**config.mk**
```make
export PLATFORM = sky130hd
export DESIGN_NAME = numitron_shift_driver_flat
export DESIGN_NICKNAME = d
export VERILOG_FILES = /design/src/rtl/numitron_shift_driver_if.sv /design/src/rtl/numitron_shift_driver.sv /design/src/flat_wrapper.sv
export SDC_FILE = /design/constraint.sdc
export NUM_CORES = 1
export LEC_CHECK = 0
export ABC_AREA = 0
export ABC_CLOCK_PERIOD_IN_PS = 7410
export BUFFER_PORTS_ARGS = -buffer_cell sky130_fd_sc_hd__buf_2
export CAP_MARGIN = 10
export CORE_UTILIZATION = 30
export DETAILED_ROUTE_END_ITERATION = 12
export GPL_TIMING_DRIVEN = 0
export SYNTH_ARGS = -nofsm -noshare
export SYNTH_HDL_FRONTEND = slang
export SYNTH_SLANG_ARGS = --single-unit
```
**constraint.sdc**
```tcl
create_clock -name clk -period 7.41 [get_ports clk]
set_clock_uncertainty 0.15 [all_clocks]
set_input_delay 1.482 -clock clk [delete_from_list [all_inputs] [get_ports clk]]
set_output_delay 1.482 -clock clk [all_outputs]
set_load 0.01 [all_outputs]
```
**src/rtl/numitron_shift_driver_if.sv**
```systemverilog
// Counter-side bundle for the numitron driver: time values and request in, serial chain out.
interface numitron_shift_driver_if;
  logic [6:0] hours;
  logic [6:0] minutes;
  logic [6:0] seconds;
  logic       update;
  logic       blank;
  logic       busy;
  logic       ser_clk;
  logic       ser_data;
  logic       ser_latch;

  modport master (
    output hours, minutes, seconds, update, blank,
    input  busy, ser_clk, ser_data, ser_latch
  );

  modport slave (
    input  hours, minutes, seconds, update, blank,
    output busy, ser_clk, ser_data, ser_latch
  );
endinterface

```
**src/rtl/numitron_shift_driver.sv**
```systemverilog
// Converts captured h/m/s to six segment bytes and shifts them MSB-first into a 74HC595-style
// chain, followed by a storage-latch pulse.
module numitron_shift_driver #(
  parameter int unsigned CLK_DIV = 4,
  parameter bit          LZB     = 1'b1
) (
  input logic                   clk,
  input logic                   rstn,
  numitron_shift_driver_if.slave bus
);

  typedef enum logic [2:0] {StIdle, StCapture, StConv, StShift, StLatch} state_e;

  localparam logic [7:0] DivLast = 8'(CLK_DIV - 1);
  localparam logic [7:0] SegDash = 8'h40;

  state_e      state_q, state_d;
  logic        pending_q, pending_d;
  logic        busy_q, busy_d;
  logic        ser_clk_q, ser_clk_d;
  logic        ser_data_q, ser_data_d;
  logic        ser_latch_q, ser_latch_d;
  logic [6:0]  hours_q, hours_d;
  logic [6:0]  minutes_q, minutes_d;
  logic [6:0]  seconds_q, seconds_d;
  logic        blank_q, blank_d;
  logic [1:0]  idx_q, idx_d;
  logic        sub_q, sub_d;
  logic [6:0]  rem_q, rem_d;
  logic [3:0]  tens_q, tens_d;
  logic [47:0] frame_q, frame_d;
  logic [7:0]  div_q, div_d;
  logic [5:0]  bit_q, bit_d;

  logic [6:0]  val;
  logic [6:0]  rem_sub;
  logic [3:0]  tens_inc;
  logic        store;
  logic        store_dash;
  logic [3:0]  store_tens;
  logic [3:0]  store_units;
  logic [7:0]  tens_seg;
  logic [7:0]  units_seg;

  function automatic logic [7:0] seg_of(input logic [3:0] digit);
    logic [7:0] seg;
    case (digit)
      4'd0:    seg = 8'h3F;
      4'd1:    seg = 8'h06;
      4'd2:    seg = 8'h5B;
      4'd3:    seg = 8'h4F;
      4'd4:    seg = 8'h66;
      4'd5:    seg = 8'h6D;
      4'd6:    seg = 8'h7D;
      4'd7:    seg = 8'h07;
      4'd8:    seg = 8'h7F;
      4'd9:    seg = 8'h6F;
      default: seg = 8'h00;
    endcase
    return seg;
  endfunction

  always_comb begin
    state_d     = state_q;
    pending_d   = pending_q;
    busy_d      = busy_q;
    ser_clk_d   = ser_clk_q;
    ser_data_d  = ser_data_q;
    ser_latch_d = ser_latch_q;
    hours_d     = hours_q;
    minutes_d   = minutes_q;
    seconds_d   = seconds_q;
    blank_d     = blank_q;
    idx_d       = idx_q;
    sub_d       = sub_q;
    rem_d       = rem_q;
    tens_d      = tens_q;
    frame_d     = frame_q;
    div_d       = div_q;
    bit_d       = bit_q;
    store       = 1'b0;
    store_dash  = 1'b0;
    store_tens  = 4'd0;
    store_units = 4'd0;
    tens_seg    = 8'h00;
    units_seg   = 8'h00;

    val      = (idx_q == 2'd0) ? hours_q : (idx_q == 2'd1) ? minutes_q : seconds_q;
    rem_sub  = rem_q - 7'd10;
    tens_inc = tens_q + 4'd1;

    // Requests during a frame (including its final latch cycle) collapse into one follow-on frame.
    if (bus.update && (state_q != StIdle)) pending_d = 1'b1;

    case (state_q)
      StIdle: begin
        if (bus.update || pending_q) begin
          state_d   = StCapture;
          pending_d = 1'b0;
          busy_d    = 1'b1;
        end
      end
      StCapture: begin
        hours_d   = bus.hours;
        minutes_d = bus.minutes;
        seconds_d = bus.seconds;
        blank_d   = bus.blank;
        idx_d     = 2'd0;
        sub_d     = 1'b0;
        frame_d   = '0;
        state_d   = StConv;
      end
      StConv: begin
        if (!sub_q) begin
          if (val > 7'd99) begin
            store      = 1'b1;
            store_dash = 1'b1;
          end else if (val < 7'd10) begin
            store       = 1'b1;
            store_units = val[3:0];
          end else begin
            rem_d  = val;
            tens_d = 4'd0;
            sub_d  = 1'b1;
          end
        end else begin
          rem_d  = rem_sub;
          tens_d = tens_inc;
          if (rem_sub < 7'd10) begin
            store       = 1'b1;
            store_tens  = tens_inc;
            store_units = rem_sub[3:0];
            sub_d       = 1'b0;
          end
        end
      end
      StShift: begin
        if (div_q == DivLast) begin
          div_d = 8'd0;
          if (!ser_clk_q) begin
            ser_clk_d = 1'b1;
          end else begin
            ser_clk_d = 1'b0;
            if (bit_q == 6'd47) begin
              state_d     = StLatch;
              ser_data_d  = 1'b0;
              ser_latch_d = 1'b1;
            end else begin
              bit_d      = bit_q + 6'd1;
              frame_d    = {frame_q[46:0], 1'b0};
              ser_data_d = frame_q[46];
            end
          end
        end else begin
          div_d = div_q + 8'd1;
        end
      end
      StLatch: begin
        if (div_q == DivLast) begin
          div_d       = 8'd0;
          ser_latch_d = 1'b0;
          busy_d      = 1'b0;
          state_d     = StIdle;
        end else begin
          div_d = div_q + 8'd1;
        end
      end
      default: state_d = StIdle;
    endcase

    // Each finished value shifts two bytes in from the bottom; hours end up in the top 16 bits.
    if (store) begin
      tens_seg  = store_dash ? SegDash : seg_of(store_tens);
      units_seg = store_dash ? SegDash : seg_of(store_units);
      if (LZB && !store_dash && (idx_q == 2'd0) && (store_tens == 4'd0)) tens_seg = 8'h00;
      if (blank_q) begin
        tens_seg  = 8'h00;
        units_seg = 8'h00;
      end
      frame_d = {frame_q[31:0], tens_seg, units_seg};
      if (idx_q == 2'd2) begin
        state_d    = StShift;
        div_d      = 8'd0;
        bit_d      = 6'd0;
        ser_clk_d  = 1'b0;
        ser_data_d = frame_d[47];
      end else begin
        idx_d = idx_q + 2'd1;
      end
    end
  end

  always_ff @(posedge clk or negedge rstn) begin
    if (!rstn) begin
      state_q     <= StIdle;
      pending_q   <= 1'b0;
      busy_q      <= 1'b0;
      ser_clk_q   <= 1'b0;
      ser_data_q  <= 1'b0;
      ser_latch_q <= 1'b0;
      hours_q     <= '0;
      minutes_q   <= '0;
      seconds_q   <= '0;
      blank_q     <= 1'b0;
      idx_q       <= '0;
      sub_q       <= 1'b0;
      rem_q       <= '0;
      tens_q      <= '0;
      frame_q     <= '0;
      div_q       <= '0;
      bit_q       <= '0;
    end else begin
      state_q     <= state_d;
      pending_q   <= pending_d;
      busy_q      <= busy_d;
      ser_clk_q   <= ser_clk_d;
      ser_data_q  <= ser_data_d;
      ser_latch_q <= ser_latch_d;
      hours_q     <= hours_d;
      minutes_q   <= minutes_d;
      seconds_q   <= seconds_d;
      blank_q     <= blank_d;
      idx_q       <= idx_d;
      sub_q       <= sub_d;
      rem_q       <= rem_d;
      tens_q      <= tens_d;
      frame_q     <= frame_d;
      div_q       <= div_d;
      bit_q       <= bit_d;
    end
  end

  assign bus.busy      = busy_q;
  assign bus.ser_clk   = ser_clk_q;
  assign bus.ser_data  = ser_data_q;
  assign bus.ser_latch = ser_latch_q;

endmodule

```
**src/flat_wrapper.sv**
```systemverilog
// flat-port wrapper written by rule: the top's interface ports become plain ports
module numitron_shift_driver_flat 
#(
  parameter int unsigned CLK_DIV = 4,
  parameter bit          LZB     = 1'b1
)
  (clk, rstn, bus_hours, bus_minutes, bus_seconds, bus_update, bus_blank, bus_busy, bus_ser_clk, bus_ser_data, bus_ser_latch);
  numitron_shift_driver_if bus_i ();
  input logic clk;
  input logic rstn;
  input wire logic [$bits(bus_i.hours)-1:0] bus_hours;
  input wire logic [$bits(bus_i.minutes)-1:0] bus_minutes;
  input wire logic [$bits(bus_i.seconds)-1:0] bus_seconds;
  input wire logic [$bits(bus_i.update)-1:0] bus_update;
  input wire logic [$bits(bus_i.blank)-1:0] bus_blank;
  output wire logic [$bits(bus_i.busy)-1:0] bus_busy;
  output wire logic [$bits(bus_i.ser_clk)-1:0] bus_ser_clk;
  output wire logic [$bits(bus_i.ser_data)-1:0] bus_ser_data;
  output wire logic [$bits(bus_i.ser_latch)-1:0] bus_ser_latch;
  assign bus_i.hours = bus_hours;
  assign bus_i.minutes = bus_minutes;
  assign bus_i.seconds = bus_seconds;
  assign bus_i.update = bus_update;
  assign bus_i.blank = bus_blank;
  assign bus_busy = bus_i.busy;
  assign bus_ser_clk = bus_i.ser_clk;
  assign bus_ser_data = bus_i.ser_data;
  assign bus_ser_latch = bus_i.ser_latch;
  numitron_shift_driver #(.CLK_DIV(CLK_DIV), .LZB(LZB)) u_core (.clk(clk), .rstn(rstn), .bus(bus_i));
endmodule
```
==> Implementation_results.wiki, run 1 <==
{| class="wikitable"
! Metric !! Value
|-
| Outcome || finished, final reports clean
|-
| HPWL reported at the end of detailed placement || 9.11 mm
|-
| Filler Cell Count || 1835
|-
| Number of storage elements in the synthesis netlist || 105
|-
| Number of diodes added for antenna fixing || 0
|-
| Setup TNS || 0 ns
|-
| Final clock period utilization by the worst path || 0.451
|-
| Area used by multi-input combinational logic || about 2800 sq um
|-
| Setup repair after global routing missed its margin || false
|-
| Sum of met2 wire segment lengths after detailed routing || 5.84 mm
|-
| Number of top-level pins || 29
|-
| Clock tree from TritonCTS || done
|-
| Arr. time, crit path || ~3.4 ns
|-
| Layout net count || 660
|-
| H-tree level count || 3
|-
| Routed WL || 12.6 mm
|-
| Highest net fanout along the worst path || 7
|-
| Fin crit period || 3.35 ns
|-
| Total routing resource utilization after global routing || 0.139
|-
| Origin of the critical flop-to-flop path || u_core.rem_q[1]
|-
| Clock-pin slew of the registers on the worst-case setup and hold paths || 0.07 ns
|-
| Maximum number of pins on one net before global-route repair || 59
|-
| Final setup vio count || 0
|-
| Pins Over Slew Limit || 0
|-
| Total gr overflow || 0
|-
| Startpoint of the lowest-slack hold path || u_core.rem_q[0]
|-
| FF-to-FF End || u_core.frame_q[2]
|-
| Cell depth of the worst hold path || 2
|-
| Buffers on Ports || 28
|-
| Fmax || 299 MHz
|-
| Top sig layer || met4
|-
| Final estimated routing congestion in global placement || 0.801
|-
| Final Hold Fails || 0
|-
| Resized cells post-CTS || 0
|-
| Reg2reg path depth || 13
|-
| Number of enable-type register cells in the synthesized netlist || 0
|-
| Fraction of registers with async set/reset || 1.00
|-
| Core area || 18200 sq um
|-
| Count of unique library cells instantiated by Yosys || 62
|-
| Most instantiated flip-flop cell in the synthesis netlist || dfrtp_1
|-
| Sequential element share of the synthesized area || 0.466
|-
| Synth warn || 0
|-
| DR WL/cell || 14.7 um
|-
| Critical path start-end classification || reg -> reg
|-
| Tightest Hold Check Type || reg -> reg
|-
| Area Overhead vs Synth || 12.9%
|-
| Number of design rule violations left after detail routing || 0
|-
| Actual slew at the worst max-slew pin || 0.983 ns
|-
| Final Total Pwr || between 2000 and 2500 uW
|-
| Via-per-instance ratio || 5.10
|-
| ANT nets after route || 0
|-
| Fraction of layout cells with a size suffix above 1 || 0.149
|-
| Slew HR || 0.343
|-
| Synthesized area divided by synthesized cell count || just under 10 sq um
|-
| Number of antenna violations at the first check in global routing || 0
|-
| Number of violations reported at the end of detailed-routing iteration 0 || ~280
|-
| Critical Path RT || 7.48 ns
|-
| Post-cts hold buffer count || 0
|-
| Placement row count || 49
|-
| CTS sink count || about 110
|-
| Number of violations of the max-capacitance limit || 0
|-
| Worst Setup End Kind || flop
|-
| Metal1 wirelength || 6.24 mm
|-
| Number of global-route vias before repair || 4226
|-
| Number of iterations in the first detailed-routing pass || 5
|-
| LEAKAGE || 0.00271 uW
|-
| Register Area || 2630 sq um
|-
| Ratio of total power to cell area || 377 nW/um^2
|-
| Met3 wire len || 354 um
|-
| Peak supply drop || between 0.0002 and 0.00025 V
|-
| Initial standard-cell utilization of the core || 0.309
|-
| Cell count after synthesis || between 500 and 600
|-
| Cell at the root of the clock tree || clkbuf_16
|-
| DIE AREA || about 19000 sq um
|-
| Insertion delay of the later-clocked pin in the worst-skew pair || 0.36 ns
|-
| Category of the worst setup path launch point || flop
|-
| Setup slack of the worst register-to-register path || 4.06 ns
|-
| Cts bufs inserted || 9
|-
| Die height || about 140 um
|-
| Global-route wire length before repair || 21.7 mm
|-
| Synthesized net count || between 600 and 700
|-
| Post-CTS setup-driven buffer insertion count || 0
|-
| Width of the die || about 140 um
|-
| Number of buffers between clock root and the deepest sink || 2
|-
| Post-Syn Area || ~5600 sq um
|-
| Total number of vias || 4354
|-
| Capture endpoint of the worst hold path || u_core.rem_q[0]
|}
==> power breakdown <==
group | leakage [uW] | internal [uW] | switching [uW]
registers | 0.00134 | 735 | 136
logic | 0.00123 | 409 | 664
clock network | 0.000137 | 230 | 221
total | 0.00271 | 1370 | 1020
==> cells in the mapped netlist (13+ instances only) <==
cell	instances	area, sq um
mux2_2	24	270
a22oi_1	33	248
nand2_1	70	263
o21ai_1	41	205
o21ai_0	26	130
inv_1	15	56.3
mux2i_1	14	140
a21oi_1	33	165
nor2_1	32	120
dfrtp_1	105	2630
nand3_1	13	65.1
ha_1	15	188
clkbuf_1	16	60.1
==> routing by layer <==
layer	track usage	vias up
met1	0.191	2119
met5	0	-
li1	-	2170
met4	0.0357	0
met3	0.0307	9
met2	0.220	56
==> worst max path at each step <==
| stage | slack, ns | endpoint | start | cells after the start |
|---|---|---|---|---|
| after global placement | 3.40 | u_core.div_q[5] | rstn | 1 |
| after global routing | 3.80 | u_core.frame_q[4] | u_core.rem_q[1] | 13 |
| after detailed placement | 4.09 | u_core.frame_q[2] | u_core.rem_q[1] | 13 |
| after floorplan | 4.46 | u_core.frame_q[13] | u_core.rem_q[1] | 13 |
| after CTS | 4.08 | u_core.frame_q[13] | u_core.rem_q[1] | 13 |
| final | 4.06 | u_core.frame_q[2] | u_core.rem_q[1] | 13 |
==> flip-flops by register name, summed over array words and instances, names as in the netlist <==
signal	cells
u_core.div_q	8
u_core.sub_q	1
u_core.bus.ser_latch	1
u_core.seconds_q	7
u_core.bus.ser_clk	1
u_core.minutes_q	7
u_core.bit_q	6
u_core.pending_q	1
u_core.hours_q	7
u_core.idx_q	2
u_core.bus.ser_data	1
u_core.state_q	3
u_core.frame_q	47
u_core.tens_q	4
u_core.blank_q	1
u_core.rem_q	7
u_core.bus.busy	1
==> worst max-delay path, stage by stage, from the launching register on <==
cell	delay, ns
dfrtp_1	0.43
inv_1	0.12
ha_1	0.21
nor2b_1	0.08
or3_1	0.35
and4_1	0.20
clkbuf_1	0.18
and3_1	0.22
o21ai_0	0.41
ha_1	0.24
inv_1	0.04
a221oi_1	0.32
and2_1	0.18
o211ai_1	0.08
==> cells by family (layout without fill, tap and decap cells) <==
group	after synthesis	count (layout)	share of synthesized area
muxes	38	38	0.0729
adders and majority gates	15	15	0.0333
AOI/OAI and AO/OA	177	177	0.202
DFF	105	105	0.466
buffers and inverters	48	93	0.0426
xor gates and xnor gates	14	14	0.0218
and+or+nand+nor	183	183	0.161
==> placed cells by master, fill, tap and decap left out, types with 3 or more instances in the layout <==
master,n
inv_6,3
clkbuf_1,17
buf_2,34
ha_1,15
nand3_1,13
xnor2_1,3
or3_1,5
nor2b_1,10
nor3b_1,5
and3_1,7
clkinv_2,3
a21oi_1,33
nor3_1,10
o21ai_0,26
nor2_1,32
a211oi_1,5
dfrtp_1,105
o22ai_1,5
inv_1,15
clkbuf_16,9
mux2_2,24
o21ai_1,41
a22oi_1,33
buf_4,4
o21a_1,5
a32o_1,3
and2_1,9
buf_6,5
xor2_1,11
nand2_1,70
nor4_1,3
mux2i_1,14
==> area by class of cell <==
cell class              count  area share
plain buffers              33      0.0289
inverters                  15     0.00885
multi-input cells         427       0.435
well taps                 229      0.0451
flip-flops and latches    105       0.413
repair buffers             29      0.0268
clock buffers              10      0.0360
clock inverters             6     0.00649
==> per-stage QoR <==
step           std cells  hold WS, ns  area [sq um]  setup slack [ns]   util
5_1_grt              854        0.363          6360              3.80  0.349
6_report             854        0.332          6360              4.06  0.349
4_1_cts              854        0.331          6360              4.08  0.349
3_3_place_gp         837        0.306          6060              3.40  0.333
2_1_floorplan        580        0.292          5630              4.46      -
3_5_place_dp         838        0.314          6090              4.09  0.334
No activity file was read; power rests on OpenSTA's default activity.
==> run 2: changes to the inputs <==
ABC_AREA = 1   (was 0)
ABC_CLOCK_PERIOD_IN_PS = 3000   (was 7410)
clock period = 3 ns   (was 7.41 ns; I/O delays follow)
==> Implementation_results.wiki, run 2 <==
{| class="wikitable"
! Metric !! Value
|-
| Initial standard-cell utilization of the core || 0.309 (about the same)
|-
| Sum of met2 wire segment lengths after detailed routing || 5.82 mm (was 5.84 mm)
|-
| Cell family with the largest share of critical-path delay || simple AND/OR/NAND/NOR gates (unchanged)
|-
| Buffers on Ports || 28 (unchanged)
|-
| Number of global-route vias before repair || 4668 (was 4226)
|-
| Area used by multi-input combinational logic || 2610 sq um (was 2770 sq um)
|-
| Routed WL || 13.1 mm (was 12.6 mm)
|-
| Clock network power share || 0.205 (was 0.188)
|-
| Most area-consuming cells after synthesis || dfrtp_1 (47%), nand2_1 (14%), nor2_1 (5.1%) (was dfrtp_1 (47%), mux2_2 (4.8%), nand2_1 (4.7%))
|-
| Fraction of synthesized cell area taken by the top area cell type || 0.470 (was 0.466)
|-
| Number of violations reported at the end of detailed-routing iteration 0 || 452 (was 282)
|-
| Via-per-instance ratio || 4.76 (was 5.10)
|-
| Sequential element share of the synthesized area || 0.470 (was 0.466)
|-
| Setup slack of the worst register-to-register path || 0.25 ns (was 4.06 ns)
|-
| Worst path slowest cell || dfrtp_1 (unchanged)
|-
| Worst hold slack across all endpoints || 0.102 ns (was 0.332 ns)
|-
| Flip-flop count of the largest register after layout || 47 (unchanged)
|-
| Commonest cells post-synth || nand2_1 (206), dfrtp_1 (105), nor2_1 (76), inv_1 (62), nand3_1 (53) (was dfrtp_1 (105), nand2_1 (70), o21ai_1 (41), a21oi_1 (33), a22oi_1 (33))
|-
| Part of the total power dissipated in combinational logic || 0.355 (was 0.448)
|-
| Fin crit period || 2.75 ns (was 3.35 ns)
|-
| Register Area || 2630 sq um (about the same)
|-
| Placed cell area || 6050 sq um (was 6090 sq um)
|-
| Origin of the critical flop-to-flop path || u_core.state_q[2] (was u_core.rem_q[1])
|-
| Post-cts hold buffer count || 0 (unchanged)
|-
| Width of the die || 139 um (about the same)
|-
| Largest registers in the final layout || u_core.frame_q (47), u_core.div_q (8) (unchanged)
|-
| ANT nets after route || 0 (unchanged)
|-
| Core area || 18100 sq um (was 18200 sq um)
|-
| Cell count after synthesis || 724 (was 580)
|-
| Filler Cell Count || 1875 (was 1835)
|-
| Cell at the root of the clock tree || clkbuf_16 (unchanged)
|-
| Final setup vio count || 0 (unchanged)
|-
| Peak supply drop || 0.000388 V (was 0.000235 V)
|-
| Setup repair after global routing missed its margin || false (unchanged)
|-
| Metal1 wirelength || 6.53 mm (was 6.24 mm)
|-
| Commonest non-fill, non-tap cells in the layout || nand2_1 (204), dfrtp_1 (104), nor2_1 (74), inv_1 (62), nand3_1 (51) (was dfrtp_1 (105), nand2_1 (70), o21ai_1 (41), buf_2 (34))
|-
| Clock-pin slew of the registers on the worst-case setup and hold paths || 0.07 ns (about the same)
|-
| Cell type with the highest aggregate area in the netlist || dfrtp_1 (unchanged)
|-
| Number of storage elements in the synthesis netlist || 105 (unchanged)
|-
| Reg with most FFs || u_core.frame_q (unchanged)
|-
| Layout net count || 809 (was 660)
|-
| Category of the worst setup path launch point || flop (unchanged)
|-
| Number of top-level pins || 29 (unchanged)
|-
| Cts bufs inserted || 9 (unchanged)
|-
| Reg power frac || 0.440 (was 0.363)
|-
| DR WL/cell || 13.1 um (was 14.7 um)
|-
| Actual slew at the worst max-slew pin || 0.665 ns (was 0.983 ns)
|-
| XOR/XNOR Fraction of Synth Area || 0.0141 (was 0.0218)
|-
| Number of violations of the max-capacitance limit || 0 (unchanged)
|-
| Area fraction in compound gates after synthesis || 0.128 (was 0.202)
|-
| H-tree level count || 3 (unchanged)
|-
| Critical Path RT || 3.13 ns (was 7.48 ns)
|-
| Insertion delay of the later-clocked pin in the worst-skew pair || 0.36 ns (about the same)
|-
| Synthesized area divided by synthesized cell count || 7.72 sq um (was 9.71 sq um)
|-
| FF-to-FF End || u_core.frame_q[11] (was u_core.frame_q[2])
|-
| HPWL reported at the end of detailed placement || 9.63 mm (was 9.11 mm)
|-
| Fmax || 364 MHz (was 299 MHz)
|-
| Outcome || finished, violations left (was finished, final reports clean)
|-
| Most instantiated flip-flop cell in the synthesis netlist || dfrtp_1 (unchanged)
|-
| Final clock period utilization by the worst path || 0.916 (was 0.451)
|-
| CP dominant cell by count || nand3_1
|-
| Die height || 139 um (about the same)
|-
| LEAKAGE || 0.00303 uW (was 0.00271 uW)
|-
| Total number of vias || 4766 (was 4354)
|-
| Arithmetic-cell share of the synthesized area counting full adders, half adders and majority gates || 0.0336 (was 0.0333)
|-
| Number of enable-type register cells in the synthesized netlist || 0 (unchanged)
|-
| Setup TNS || 0 ns (unchanged)
|-
| Synthesized net count || 764 (was 620)
|-
| Slew HR || 0.555 (was 0.343)
|-
| DIE AREA || 19200 sq um (was 19300 sq um)
|-
| Total routing resource utilization after global routing || 0.148 (was 0.139)
|-
| Most frequent standard cell in the layout excluding fill and tap cells || nand2_1 (was dfrtp_1)
|-
| Proportion of synthesized area in mux cells || 0.00201 (was 0.0729)
|-
| Final Hold Fails || 0 (unchanged)
|-
| Number of antenna violations at the first check in global routing || 0 (unchanged)
|-
| Number of iterations in the first detailed-routing pass || 9 (was 5)
|-
| Critical path start-end classification || reg -> reg (unchanged)
|-
| Failing checks || DRC
|-
| Area Overhead vs Synth || 14.7% (was 12.9%)
|-
| Highest net fanout along the worst path || 10 (was 7)
|-
| Reg2reg path depth || 12 (was 13)
|-
| Top sig layer || met4 (unchanged)
|-
| Tightest Hold Check Type || in -> async (was reg -> reg)
|-
| Fraction of registers with async set/reset || 1.00 (unchanged)
|-
| Largest family of logic cells by synthesized area || simple AND/OR/NAND/NOR gates (was compound AO/OA/AOI/OAI gates)
|-
| Number of buffers between clock root and the deepest sink || 2 (unchanged)
|-
| Pins Over Slew Limit || 0 (unchanged)
|-
| Worst Setup End Kind || flop (unchanged)
|-
| Arr. time, crit path || 2.88 ns (was 3.42 ns)
|-
| Simple-gate share of the synthesized area || 0.282 (was 0.161)
|-
| Post-Syn Area || 5590 sq um (was 5630 sq um)
|-
| CTS sink count || 105 (unchanged)
|-
| Switching power as a share of total power || 0.394 (was 0.426)
|-
| Leading cell type by number of instances after synthesis || nand2_1 (was dfrtp_1)
|-
| Maximum number of pins on one net before global-route repair || 57 (was 59)
|-
| Number of buffers and inverters on the critical path || 4 (was 3)
|-
| Fraction of layout cells with a size suffix above 1 || 0.125 (was 0.149)
|-
| Number of diodes added for antenna fixing || 0 (unchanged)
|-
| Cells along the critical path || inv_2 -> nand3_1 -> clkinv_1 -> buf_1 -> nand3_1 -> nor2_2 -> inv_1 -> ha_1 -> or2_1 -> nand3_1 -> nand3_1 -> a21oi_1 (was inv_1 -> ha_1 -> nor2b_1 -> or3_1 -> and4_1 -> clkbuf_1 -> and3_1 -> o21ai_0 -> ha_1 -> inv_1 -> a221oi_1 -> and2_1 -> o211ai_1)
|-
| Ratio of total power to cell area || 866 nW/um^2 (was 377 nW/um^2)
|-
| Final instance area || 6410 sq um (was 6360 sq um)
|-
| Met3 wire len || 514 um (was 354 um)
|-
| Final core utilization || 0.354 (was 0.349)
|-
| Placement row count || 49 (unchanged)
|-
| Net switching power || 2190 uW (was 1020 uW)
|-
| Biggest cell delay along the critical path || 0.39 ns (was 0.43 ns)
|-
| Final estimated routing congestion in global placement || 0.850 (was 0.801)
|-
| Count of unique library cells instantiated by Yosys || 39 (was 62)
|-
| Clock tree from TritonCTS || done (unchanged)
|-
| P_int || 3360 uW (was 1370 uW)
|-
| Total gr overflow || 0 (unchanged)
|-
| Synth warn || 0 (unchanged)
|-
| Number of design rule violations left after detail routing || 2 (was 0)
|-
| Global-route wire length before repair || 22.8 mm (was 21.7 mm)
|}
run 2: changes by cell type in the layout (fill, tap and decap cells not counted), moves of 11 or more:
cell / change
a22oi_1: -31
a31oi_1: +24
inv_1: +47
mux2_2: -23
mux2i_1: -14
nand2_1: +134
nand3_1: +38
nand4_1: +11
nor2_1: +42
o21ai_1: -39
run 2: logic make-up after synthesis:
logic type                 Yosys count
muxes                                1
adders and majority gates           15
AOI/OAI and AO/OA                  124
buffers and inverters               96
DFF                                105
and+or+nand+nor                    374
xor gates and xnor gates             9
run 2: cell type report:
type                       count  share of cell area
buffer                        27              0.0217
clock buffer                  10              0.0373
clock inverter                 5             0.00585
inverter                      69              0.0404
multi-input combinational    523               0.408
sequential                   105               0.410
tap                          229              0.0447
timing repair buffer          34              0.0324
run 2: timing repair:
item	CTS	global route
setup endpoints to repair	0	13
gates resized for setup	0	14
setup buffers	0	5
run 2: per-layer routing:
metal	vias to the layer above	GRT usage
li1	2458	-
met5	-	0
met1	2210	0.202
met4	0	0.0520
met3	18	0.0329
met2	80	0.228
run 2: per-stage QoR:
stage / power (uW) / cells / setup WS, ns
floorplan: 3810 / 724 / 0.454
global placement: 4290 / 981 / -0.0974
detailed placement: 4340 / 982 / 0.0370
CTS: 5500 / 997 / 0.0135
global route: 6070 / 1002 / 0.00261
finish: 5550 / 1002 / 0.253
run 2: worst max path at each step:
stage | startpoint | to | slack, ns | cells after the start
after floorplan | u_core.rem_q[1] | u_core.frame_q[11] | 0.45 | 16
after global placement | rstn | u_core.hours_q[1] | -0.1 | 1
after detailed placement | u_core.idx_q[1] | u_core.frame_q[3] | 0.04 | 16
after CTS | u_core.idx_q[1] | u_core.frame_q[3] | 0.01 | 16
after global routing | u_core.rem_q[1] | u_core.frame_q[8] | 0.003 | 16
final | u_core.state_q[2] | u_core.frame_q[11] | 0.25 | 12
run 2: power by group through the flow:
stage | sequential [uW] | combinational (uW) | clock [uW]
final | 2440 | 1970 | 1140
after global routing | 2530 | 2310 | 1230
after CTS | 2440 | 1880 | 1180
after detailed placement | 2460 | 1870 | 0
after global placement | 2450 | 1850 | 0
after floorplan | 2350 | 1460 | 0
